[src/rtl/control_queue.sv]
// Per-player snake direction control: button edge detection, a small turn FIFO per
// player, and one applied turn per movement step.
module control_queue #(
  parameter int         N_PLAYERS   = 1,
  parameter int         QUEUE_DEPTH = 2,
  parameter logic [1:0] RESET_DIR   = 2'b01
) (
  input  logic                   clk,
  input  logic                   rst_n,
  input  logic                   i_clear,
  input  logic                   i_step,
  input  logic [N_PLAYERS-1:0]   i_up,
  input  logic [N_PLAYERS-1:0]   i_down,
  input  logic [N_PLAYERS-1:0]   i_left,
  input  logic [N_PLAYERS-1:0]   i_right,
  input  logic [2*N_PLAYERS-1:0] i_head_dir,
  output logic [2*N_PLAYERS-1:0] o_dir,
  output logic [N_PLAYERS-1:0]   o_start,
  output logic [N_PLAYERS-1:0]   o_new_user_input,
  output logic [N_PLAYERS-1:0]   o_drop
);

  localparam int PW = (QUEUE_DEPTH > 1) ? $clog2(QUEUE_DEPTH) : 1;
  localparam int CW = $clog2(QUEUE_DEPTH + 1);
  localparam logic [PW-1:0] LAST_IDX = PW'(QUEUE_DEPTH - 1);
  localparam logic [CW-1:0] FULL_CNT = CW'(QUEUE_DEPTH);

  function automatic logic [1:0] reverse_dir(input logic [1:0] d);
    return {d[1], ~d[0]};
  endfunction

  function automatic logic [PW-1:0] next_ptr(input logic [PW-1:0] ptr);
    return (ptr == LAST_IDX) ? PW'(0) : ptr + PW'(1);
  endfunction

  logic [N_PLAYERS-1:0] prev_up, prev_down, prev_left, prev_right;
  logic [N_PLAYERS-1:0] press_up, press_down, press_left, press_right;

  assign press_up    = i_up    & ~prev_up;
  assign press_down  = i_down  & ~prev_down;
  assign press_left  = i_left  & ~prev_left;
  assign press_right = i_right & ~prev_right;

  // Previous button levels for rising-edge detection
  always_ff @(posedge clk or negedge rst_n) begin
    if (!rst_n) begin
      prev_up    <= '0;
      prev_down  <= '0;
      prev_left  <= '0;
      prev_right <= '0;
    end else if (i_clear) begin
      prev_up    <= '0;
      prev_down  <= '0;
      prev_left  <= '0;
      prev_right <= '0;
    end else begin
      prev_up    <= i_up;
      prev_down  <= i_down;
      prev_left  <= i_left;
      prev_right <= i_right;
    end
  end

  for (genvar p = 0; p < N_PLAYERS; p++) begin : g_player
    logic [1:0]    mem [QUEUE_DEPTH];
    logic [PW-1:0] rd_ptr, wr_ptr, newest_idx;
    logic [CW-1:0] count, count_next;
    logic [1:0]    dir, dir_next, cand, ref_dir, head;
    logic          cand_valid, accept, push, pop, empty, full;
    logic          start, drop, nonempty;

    // Candidate selection, legality against the newest heading, FIFO push/pop decisions
    always_comb begin
      cand_valid = 1'b0;
      cand       = 2'b00;
      if (press_up[p]) begin
        cand_valid = 1'b1;
        cand       = 2'b00;
      end else if (press_down[p]) begin
        cand_valid = 1'b1;
        cand       = 2'b01;
      end else if (press_left[p]) begin
        cand_valid = 1'b1;
        cand       = 2'b10;
      end else if (press_right[p]) begin
        cand_valid = 1'b1;
        cand       = 2'b11;
      end else begin
        cand_valid = 1'b0;
        cand       = 2'b00;
      end

      empty      = (count == CW'(0));
      full       = (count == FULL_CNT);
      newest_idx = (wr_ptr == PW'(0)) ? LAST_IDX : wr_ptr - PW'(1);
      ref_dir    = empty ? dir : mem[newest_idx];
      head       = mem[rd_ptr];

      accept = cand_valid && (cand != ref_dir) && (cand != reverse_dir(ref_dir));
      pop    = i_step && !empty;
      push   = accept && (!full || pop);

      // A queued turn that would now reverse into the body is silently dropped
      if (pop && (head != reverse_dir(i_head_dir[2*p +: 2]))) begin
        dir_next = head;
      end else begin
        dir_next = dir;
      end

      if (push && !pop) begin
        count_next = count + CW'(1);
      end else if (!push && pop) begin
        count_next = count - CW'(1);
      end else begin
        count_next = count;
      end
    end

    // Per-player FIFO, heading, sticky start and drop pulse
    always_ff @(posedge clk or negedge rst_n) begin
      if (!rst_n) begin
        for (int i = 0; i < QUEUE_DEPTH; i++) mem[i] <= 2'b00;
        rd_ptr   <= PW'(0);
        wr_ptr   <= PW'(0);
        count    <= CW'(0);
        dir      <= RESET_DIR;
        start    <= 1'b0;
        drop     <= 1'b0;
        nonempty <= 1'b0;
      end else if (i_clear) begin
        for (int i = 0; i < QUEUE_DEPTH; i++) mem[i] <= 2'b00;
        rd_ptr   <= PW'(0);
        wr_ptr   <= PW'(0);
        count    <= CW'(0);
        dir      <= RESET_DIR;
        start    <= 1'b0;
        drop     <= 1'b0;
        nonempty <= 1'b0;
      end else begin
        if (push) begin
          mem[wr_ptr] <= cand;
          wr_ptr      <= next_ptr(wr_ptr);
        end
        if (pop) begin
          rd_ptr <= next_ptr(rd_ptr);
        end
        count    <= count_next;
        nonempty <= (count_next != CW'(0));
        dir      <= dir_next;
        start    <= start | (dir != RESET_DIR);
        drop     <= accept && full && !pop;
      end
    end

    assign o_dir[2*p +: 2]     = dir;
    assign o_start[p]          = start;
    assign o_new_user_input[p] = nonempty;
    assign o_drop[p]           = drop;
  end

endmodule

[config.mk]
export PLATFORM = sky130hd
export DESIGN_NAME = control_queue
export DESIGN_NICKNAME = d
export VERILOG_FILES = /design/src/rtl/control_queue.sv
export SDC_FILE = /design/constraint.sdc
export NUM_CORES = 1
export LEC_CHECK = 0
export ABC_AREA = 1
export CAP_MARGIN = 30
export CORE_MARGIN = 5
export CORE_UTILIZATION = 46
export DETAILED_ROUTE_END_ITERATION = 10
export PLACE_DENSITY = 0.73
export SETUP_SLACK_MARGIN = 0.4
export SLEW_MARGIN = 15
export SYNTH_ARGS = -nofsm -noshare
export SYNTH_HDL_FRONTEND = slang
export SYNTH_SLANG_ARGS = --single-unit
[constraint.sdc]
create_clock -name clk -period 1.6 [get_ports clk]
set_clock_uncertainty 0.05 [all_clocks]
set_input_delay 0.32 -clock clk [delete_from_list [all_inputs] [get_ports clk]]
set_output_delay 0.32 -clock clk [all_outputs]
set_load 0.02 [all_outputs]
==> results of run 1 <==
[path summary, 6_finish.rpt]
check                                                     from                             end  slack (ns)  cells past startpoint
worst max-delay path            g_player[0].count[0]$_DFF_PN0_  g_player[0].mem[3]$_DFFE_PN0P_       -0.04                     11
worst min-delay path                                     rst_n  g_player[0].rd_ptr$_DFFE_PN0P_        0.20                      1
worst max register to register  g_player[0].count[0]$_DFF_PN0_  g_player[0].mem[3]$_DFFE_PN0P_       -0.04                     11
worst min register to register  g_player[0].mem[2]$_DFFE_PN0P_  g_player[0].mem[2]$_DFFE_PN0P_        0.48                      2
max in group asynchronous                                rst_n  g_player[0].count[0]$_DFF_PN0_        0.85                      2
min in group clk                g_player[0].mem[2]$_DFFE_PN0P_  g_player[0].mem[2]$_DFFE_PN0P_        0.48                      2
[layout by cell type, fill, tap and decap left out, types with 2 or more instances in the layout]
master / count
buf_4: 14
buf_6: 6
clkbuf_4: 3
clkdlybuf4s50_1: 8
dfrtp_1: 15
inv_1: 17
inv_2: 4
nand2_1: 23
nand2_2: 4
nand3_1: 4
nand3_2: 5
nand3_4: 2
nor2_1: 7
o21ai_0: 3
o21ai_1: 5
o21ai_2: 3
[through the flow]
stage	instances	hold WS (ns)	setup WS [ns]	util, %
after detailed placement	159	0.437	-0.240	60.2
after global placement	159	0.426	-0.198	60.2
after floorplan	111	-0.0256	0.0774	-
final	171	0.198	-0.0415	68.4
after CTS	167	0.209	-0.0290	63.5
after global routing	171	0.210	-0.141	68.4
[cell type report]
class	count	share of cell area, %
multi-input combinational	71	36.4
sequential	17	32.2
timing repair buffer	29	20.0
inverter	22	6.50
tap	27	2.54
clock buffer	4	1.98
timing repair inverter	1	0.377
[power by group through the flow]
stage | Sequential, mW | Combinational (mW) | Clock (mW)
after floorplan | 0.644 | 0.694 | 0
after global placement | 0.610 | 1.01 | 0
after detailed placement | 0.615 | 1.04 | 0
after CTS | 0.611 | 1.14 | 0.233
after global routing | 0.640 | 1.40 | 0.255
final | 0.626 | 1.28 | 0.233
[routing by layer]
| layer | track usage (%) | routed length [um] | vias up | share of wire [%] |
|---|---|---|---|---|
| met2 | 28.3 | 1210 | 15 | 54 |
| met3 | 3.27 | 88 | 3 | 3.9 |
| li1 | - | - | 418 | - |
| met1 | 18.0 | 930 | 397 | 41 |
| met4 | 6.22 | 27 | 0 | 1.2 |
| met5 | 0 | 0 | - | 0 |
[cells in the mapped netlist (all sizes together) (2+ instances only)]
library cell and n:
o21ai 11, nand2 28, nor2 9, inv 21, nand3 11, ha 2, a21oi 2, dfrtp 16
[timing repair]
action,in CTS,in global routing
endpoints found under the setup margin,17,18
buffers inserted,4,3
gates cloned,0,1
hold endpoints to repair,0,0
gates resized for setup,30,15
pin swaps,11,7
[cells by family (layout without fill, tap and decap cells)]
| logic type | Yosys count | count (layout) | share of synthesized area [%] |
|---|---|---|---|
| AND/OR/NAND/NOR | 53 | 53 | 30.5 |
| buffers and inverters | 23 | 56 | 9.50 |
| flip-flops | 17 | 17 | 46.3 |
| AO/OA/AOI/OAI | 14 | 14 | 9.09 |
| adder cells (fa/ha/maj) | 2 | 2 | 2.71 |
| XOR/XNOR | 2 | 2 | 1.90 |
[worst max-delay path, delay by kind of cell, from the launching register on]
family,cells,cell delay [ns]
adders and majority gates,1,0.13
DFF,1,0.40
AOI/OAI and AO/OA,2,0.24
and+or+nand+nor,6,0.63
buffers and inverters,2,0.12
==> out/results.ini, run 1 <==
[clocking]
clkSlewWorstSetupHoldPaths_ns=0.09
cts_buffers=3
ctsHoldBuffers=0
clk_path_buf_depth=2
insertion_delay_ns=0.30
h-tree-depth=1
clkSinkCount=17
cts_root_buf=clkbuf_4
tritoncts=done

[power_and_ir_drop]
finalPower_mw=2.14
peakVddDrop_mv=1.03
p_sw_share_pct=43.6
p_int_mw=1.21
p_comb_share_pct=59.9
p_leak_nw=0.665
p_switching_mw=0.933
p_seq_share_pct=29.2
p_per_area_nw_per_um2=1610
pwr-share-clk_pct=10.9

[timing]
worst_slew_pin_slew_ns=0.276
setup_viol=6
layout_setup_ws_ns=-0.0415
rsz0062_at_grt=yes
hold_viol_final=0
max_freq_ghz=0.609
maxSlewViolCount=0
min_period_over_period_pct=103
finalCriticalPeriod_ns=1.64
tns_ns=-0.168
max-slew-margin-rel_pct=81.6

[detailed_routing]
drt_iter0_markers=11
wl_um=2260
via_per_inst=4.87
drc=0
via_count=833
wl_per_cell_um=13.2
drt_first_pass_iters=6
drtAntennaViolNets=0

[final_layout]
multi_input_area_um2=484
final_nets=157
seq_area_um2=428
stdcell_area_um2=1330
diodes=0
layout-drive-gt1-share_pct=36.1
largest_register_ffs=4
areaGrowthSynthToFinish_pct=44.1
largest_register=g_player.mem
fillers=169

[yosys]
ys_top_cells_by_area=dfrtp_1 (43%), nand2_1 (10%), inv_1 (8.1%), nand3_2 (4.3%), nand3_1 (3.8%)
syn_area_um2=922
synth_top_cell_by_area=dfrtp_1
ys_seq_elements=17
netlist_instances=111
synth.avg_cell_area_um2=8.31
ys_seq_area_share_pct=46.3
synth_top_area_share_pct=43.4
yosys_most_used_dff=dfrtp_1
async_flop_share_pct=100
ys.warnings.count=0
ys_types=28
synth-edff-count=0
syn_nets=123

[die]
start_util_pct=47.5
die-area_um2=3000
io_pins=15
die_w_um=54.8
die_h_um=54.8
fp-row-count=16
core_region_area_um2=1940

[grt]
grtUsageTotal_pct=15.8
grt_overflow=0
grt_pass1_vias=780
grt_pass1_wl_um=3280
grt_max_degree=13
antenna_found_initial=0

[setup_path]
worstSetupStartpointType=register
cp_slowest_stage_delay_ns=0.40
arrival_ns=1.82
endpoint_kind=register
crit_fanout=6
critical_path_class=reg -> reg
slowest_stage=dfrtp_1
worstPathRequired_ns=1.78
worstPathCellList=inv_2, ha_4, inv_2, or2_4, nand2_2, nand2_2, nand2_4, nor2_8, o21ai_2, nand2_1, o21ai_1

[outcome]
violations=setup timing
outcome=finished, violations left

[placement]
dp_hpwl_um=1550
port_buffers=14
placed_cell_area_um2=1170
place.gp.congestion=0.768

[worst_hold_path]
hold_path.class=in -> async

[flow_run]
max-cap-violations=0

Note: power is estimated with default switching activity, not from simulation.
==> inputs of run 2 (changes only) <==
--- a/config.mk
+++ b/config.mk
@@ -10,8 +10,10 @@
 export CORE_MARGIN = 5
 export CORE_UTILIZATION = 46
 export DETAILED_ROUTE_END_ITERATION = 10
+export GPL_TIMING_DRIVEN = 0
 export PLACE_DENSITY = 0.73
 export SETUP_SLACK_MARGIN = 0.4
+export SKIP_CTS_REPAIR_TIMING = 1
 export SLEW_MARGIN = 15
 export SYNTH_ARGS = -nofsm -noshare
 export SYNTH_HDL_FRONTEND = slang
==> run 2 against run 1 <==
Effect of this change:
- register-to-register slack got worse by 0.02 ns
- critical endpoint is now o_new_user_input$_DFF_PN0_
- power rose by 1.2%
- largest power group unchanged
- cell count fell by 5.3%
- the run still ends with setup timing left
==> out/results.ini, run 2 (synthesis results as in run 1) <==
[placement]
port_buffers=13  ; was 14
dp_hpwl_um=1380  ; was 1550 um
place.gp.congestion=0.751  ; was 0.768

[final_layout]
mostFrequentLayoutCell=nand2_1  ; unchanged
diodes=0  ; unchanged
final_cell_mix=nand2_1 (21), inv_1 (17), dfrtp_1 (16)  ; was nand2_1 (23), inv_1 (17), dfrtp_1 (15)
largest_register=g_player.mem  ; unchanged
final_nets=148  ; was 157
layout-drive-gt1-share_pct=35.6  ; was 36.1%
areaGrowthSynthToFinish_pct=38.1  ; was 44.1%
largest_register_ffs=4  ; unchanged

[worst_hold_path]
hp-start=i_clear
hold_path.class=in -> reg  ; was in -> async

[setup_path]
slowest_stage=dfrtp_1  ; unchanged
rr_startpoint=g_player[0].count[1]$_DFF_PN0_  ; was g_player[0].count[0]$_DFF_PN0_
r2r_slack_ns=-0.06  ; was -0.04 ns
critical_path_class=reg -> reg  ; unchanged
startpoint=g_player[0].count[1]$_DFF_PN0_  ; was g_player[0].count[0]$_DFF_PN0_
crit_fanout=6  ; unchanged
worst_path_most_repeated_cell=nand3_2
cp_slowest_stage_delay_ns=0.40  ; about the same
worstPathRequired_ns=1.74  ; was 1.78 ns
arrival_ns=1.80  ; was 1.82 ns
endpoint_kind=register  ; unchanged
worstSetupStartpointType=register  ; unchanged
worstPathCellList=inv_2, ha_4, inv_4, or2_4, nand3_2, nand2_4, nor2_8, nand3b_1, nand3_2, nand2_1  ; was inv_2, ha_4, inv_2, or2_4, nand2_2, nand2_2, nand2_4, nor2_8, o21ai_2, nand2_1, o21ai_1

[flow_run]
max-cap-violations=0  ; unchanged

[grt]
grt_pass1_vias=710  ; was 780
antenna_found_initial=0  ; unchanged
grt_max_degree=18  ; was 13
grt_pass1_wl_um=2900  ; was 3280 um
grt_overflow=0  ; unchanged
grtUsageTotal_pct=14.2  ; was 15.8%

[timing]
setup_viol=7  ; was 6
rsz0062_at_grt=yes  ; unchanged
hold_viol_final=0  ; unchanged
min_period_over_period_pct=104  ; was 103%
finalCriticalPeriod_ns=1.66  ; was 1.64 ns
layout_setup_ws_ns=-0.0570  ; was -0.0415 ns
maxSlewViolCount=0  ; unchanged
tns_ns=-0.202  ; was -0.168 ns
max_freq_ghz=0.603  ; was 0.609 GHz
max-slew-margin-rel_pct=50.7  ; was 81.6%
worst_slew_pin_slew_ns=0.738  ; was 0.276 ns

[die]
fp-row-count=16  ; unchanged
die_w_um=54.8  ; unchanged
die_h_um=54.8  ; unchanged
die-area_um2=3000  ; unchanged
io_pins=15  ; unchanged
start_util_pct=47.5  ; unchanged
core_region_area_um2=1940  ; unchanged

[clocking]
clk_path_buf_depth=2  ; unchanged
h-tree-depth=1  ; unchanged
tritoncts=done  ; unchanged
clkSinkCount=17  ; unchanged
insertion_delay_ns=0.29  ; was 0.30 ns
cts_buffers=3  ; unchanged
clkSlewWorstSetupHoldPaths_ns=0.10  ; was 0.09 ns
cts_root_buf=clkbuf_4  ; unchanged

[detailed_routing]
drc=0  ; unchanged
via_per_inst=4.91  ; was 4.87
wl_per_cell_um=12.4  ; was 13.2 um
wl_um=2010  ; was 2260 um
drt_first_pass_iters=4  ; was 6
drtAntennaViolNets=0  ; unchanged
drt_iter0_markers=16  ; was 11
via_count=795  ; was 833

[power_and_ir_drop]
p_sw_share_pct=44.3  ; was 43.6%
peakVddDrop_mv=0.989  ; was 1.03 mV
finalPower_mw=2.17  ; was 2.14 mW
p_per_area_nw_per_um2=1700  ; was 1610 nW/um2
p_comb_share_pct=60.8  ; was 59.9%
p_leak_nw=0.642  ; was 0.665 nW
pwr-share-clk_pct=10.7  ; was 10.9%
p_seq_share_pct=28.5  ; was 29.2%
p_switching_mw=0.959  ; was 0.933 mW
p_int_mw=1.21  ; about the same

[outcome]
violations=setup timing  ; unchanged
outcome=finished, violations left  ; unchanged

## run 2: area by class of cell
class                   count  area (um2)
well taps                  27        33.8
fillers                   167         668
clock buffers               3        22.5
repair buffers             20         193
multi-input cells          71         498
clock inverters             1        5.00
flip-flops and latches     17         427
inverters                  22        90.1
plain buffers               1        5.00
## run 2: power by group through the flow
stage	combinational, mW	clock [mW]	sequential, mW
final	1.32	0.232	0.617
after global routing	1.41	0.264	0.630
after CTS	0.977	0.237	0.606
after detailed placement	0.968	0	0.613
after global placement	0.919	0	0.610
after floorplan	0.694	0	0.644
## run 2: critical path: cells and delay by family, from the launching register on
family                   cells  cell delay, ns
flip-flops                   1            0.40
AND/OR/NAND/NOR              7            0.82
adder cells (fa/ha/maj)      1            0.14
buffers and inverters        2            0.12
## run 2: path summary, 6_finish.rpt
kind | to | cells after the start
max | o_new_user_input$_DFF_PN0_ | 10
min | prev_right$_DFF_PN0_ | 2
max reg2reg | o_new_user_input$_DFF_PN0_ | 10
min reg2reg | g_player[0].mem[0]$_DFFE_PN0P_ | 2
max in group asynchronous | g_player[0].count[1]$_DFF_PN0_ | 1
min in group asynchronous | g_player[0].rd_ptr$_DFFE_PN0P_ | 1
## run 2: stage by stage
stage / hold slack, ns / cells / utilization [%] / cell area (um2) / setup WS, ns
floorplan: -0.0256 / 111 / - / 940 / 0.0774
global placement: 0.429 / 151 / 56.8 / 1100 / -0.264
detailed placement: 0.434 / 151 / 56.8 / 1100 / -0.275
CTS: 0.273 / 155 / 58.2 / 1130 / -0.225
global route: 0.291 / 162 / 65.6 / 1270 / -0.148
finish: 0.307 / 162 / 65.6 / 1270 / -0.0570
## run 2: per-layer routing
| layer | routed length [um] | global-route usage (%) | part of all wire, % | vias to the layer above |
|---|---|---|---|---|
| li1 | - | - | - | 397 |
| met1 | 857 | 15.4 | 43 | 368 |
| met2 | 1000 | 25.0 | 50 | 25 |
| met3 | 116 | 4.36 | 5.8 | 5 |
| met4 | 35 | 6.22 | 1.7 | 0 |
| met5 | 0 | 0 | 0 | - |
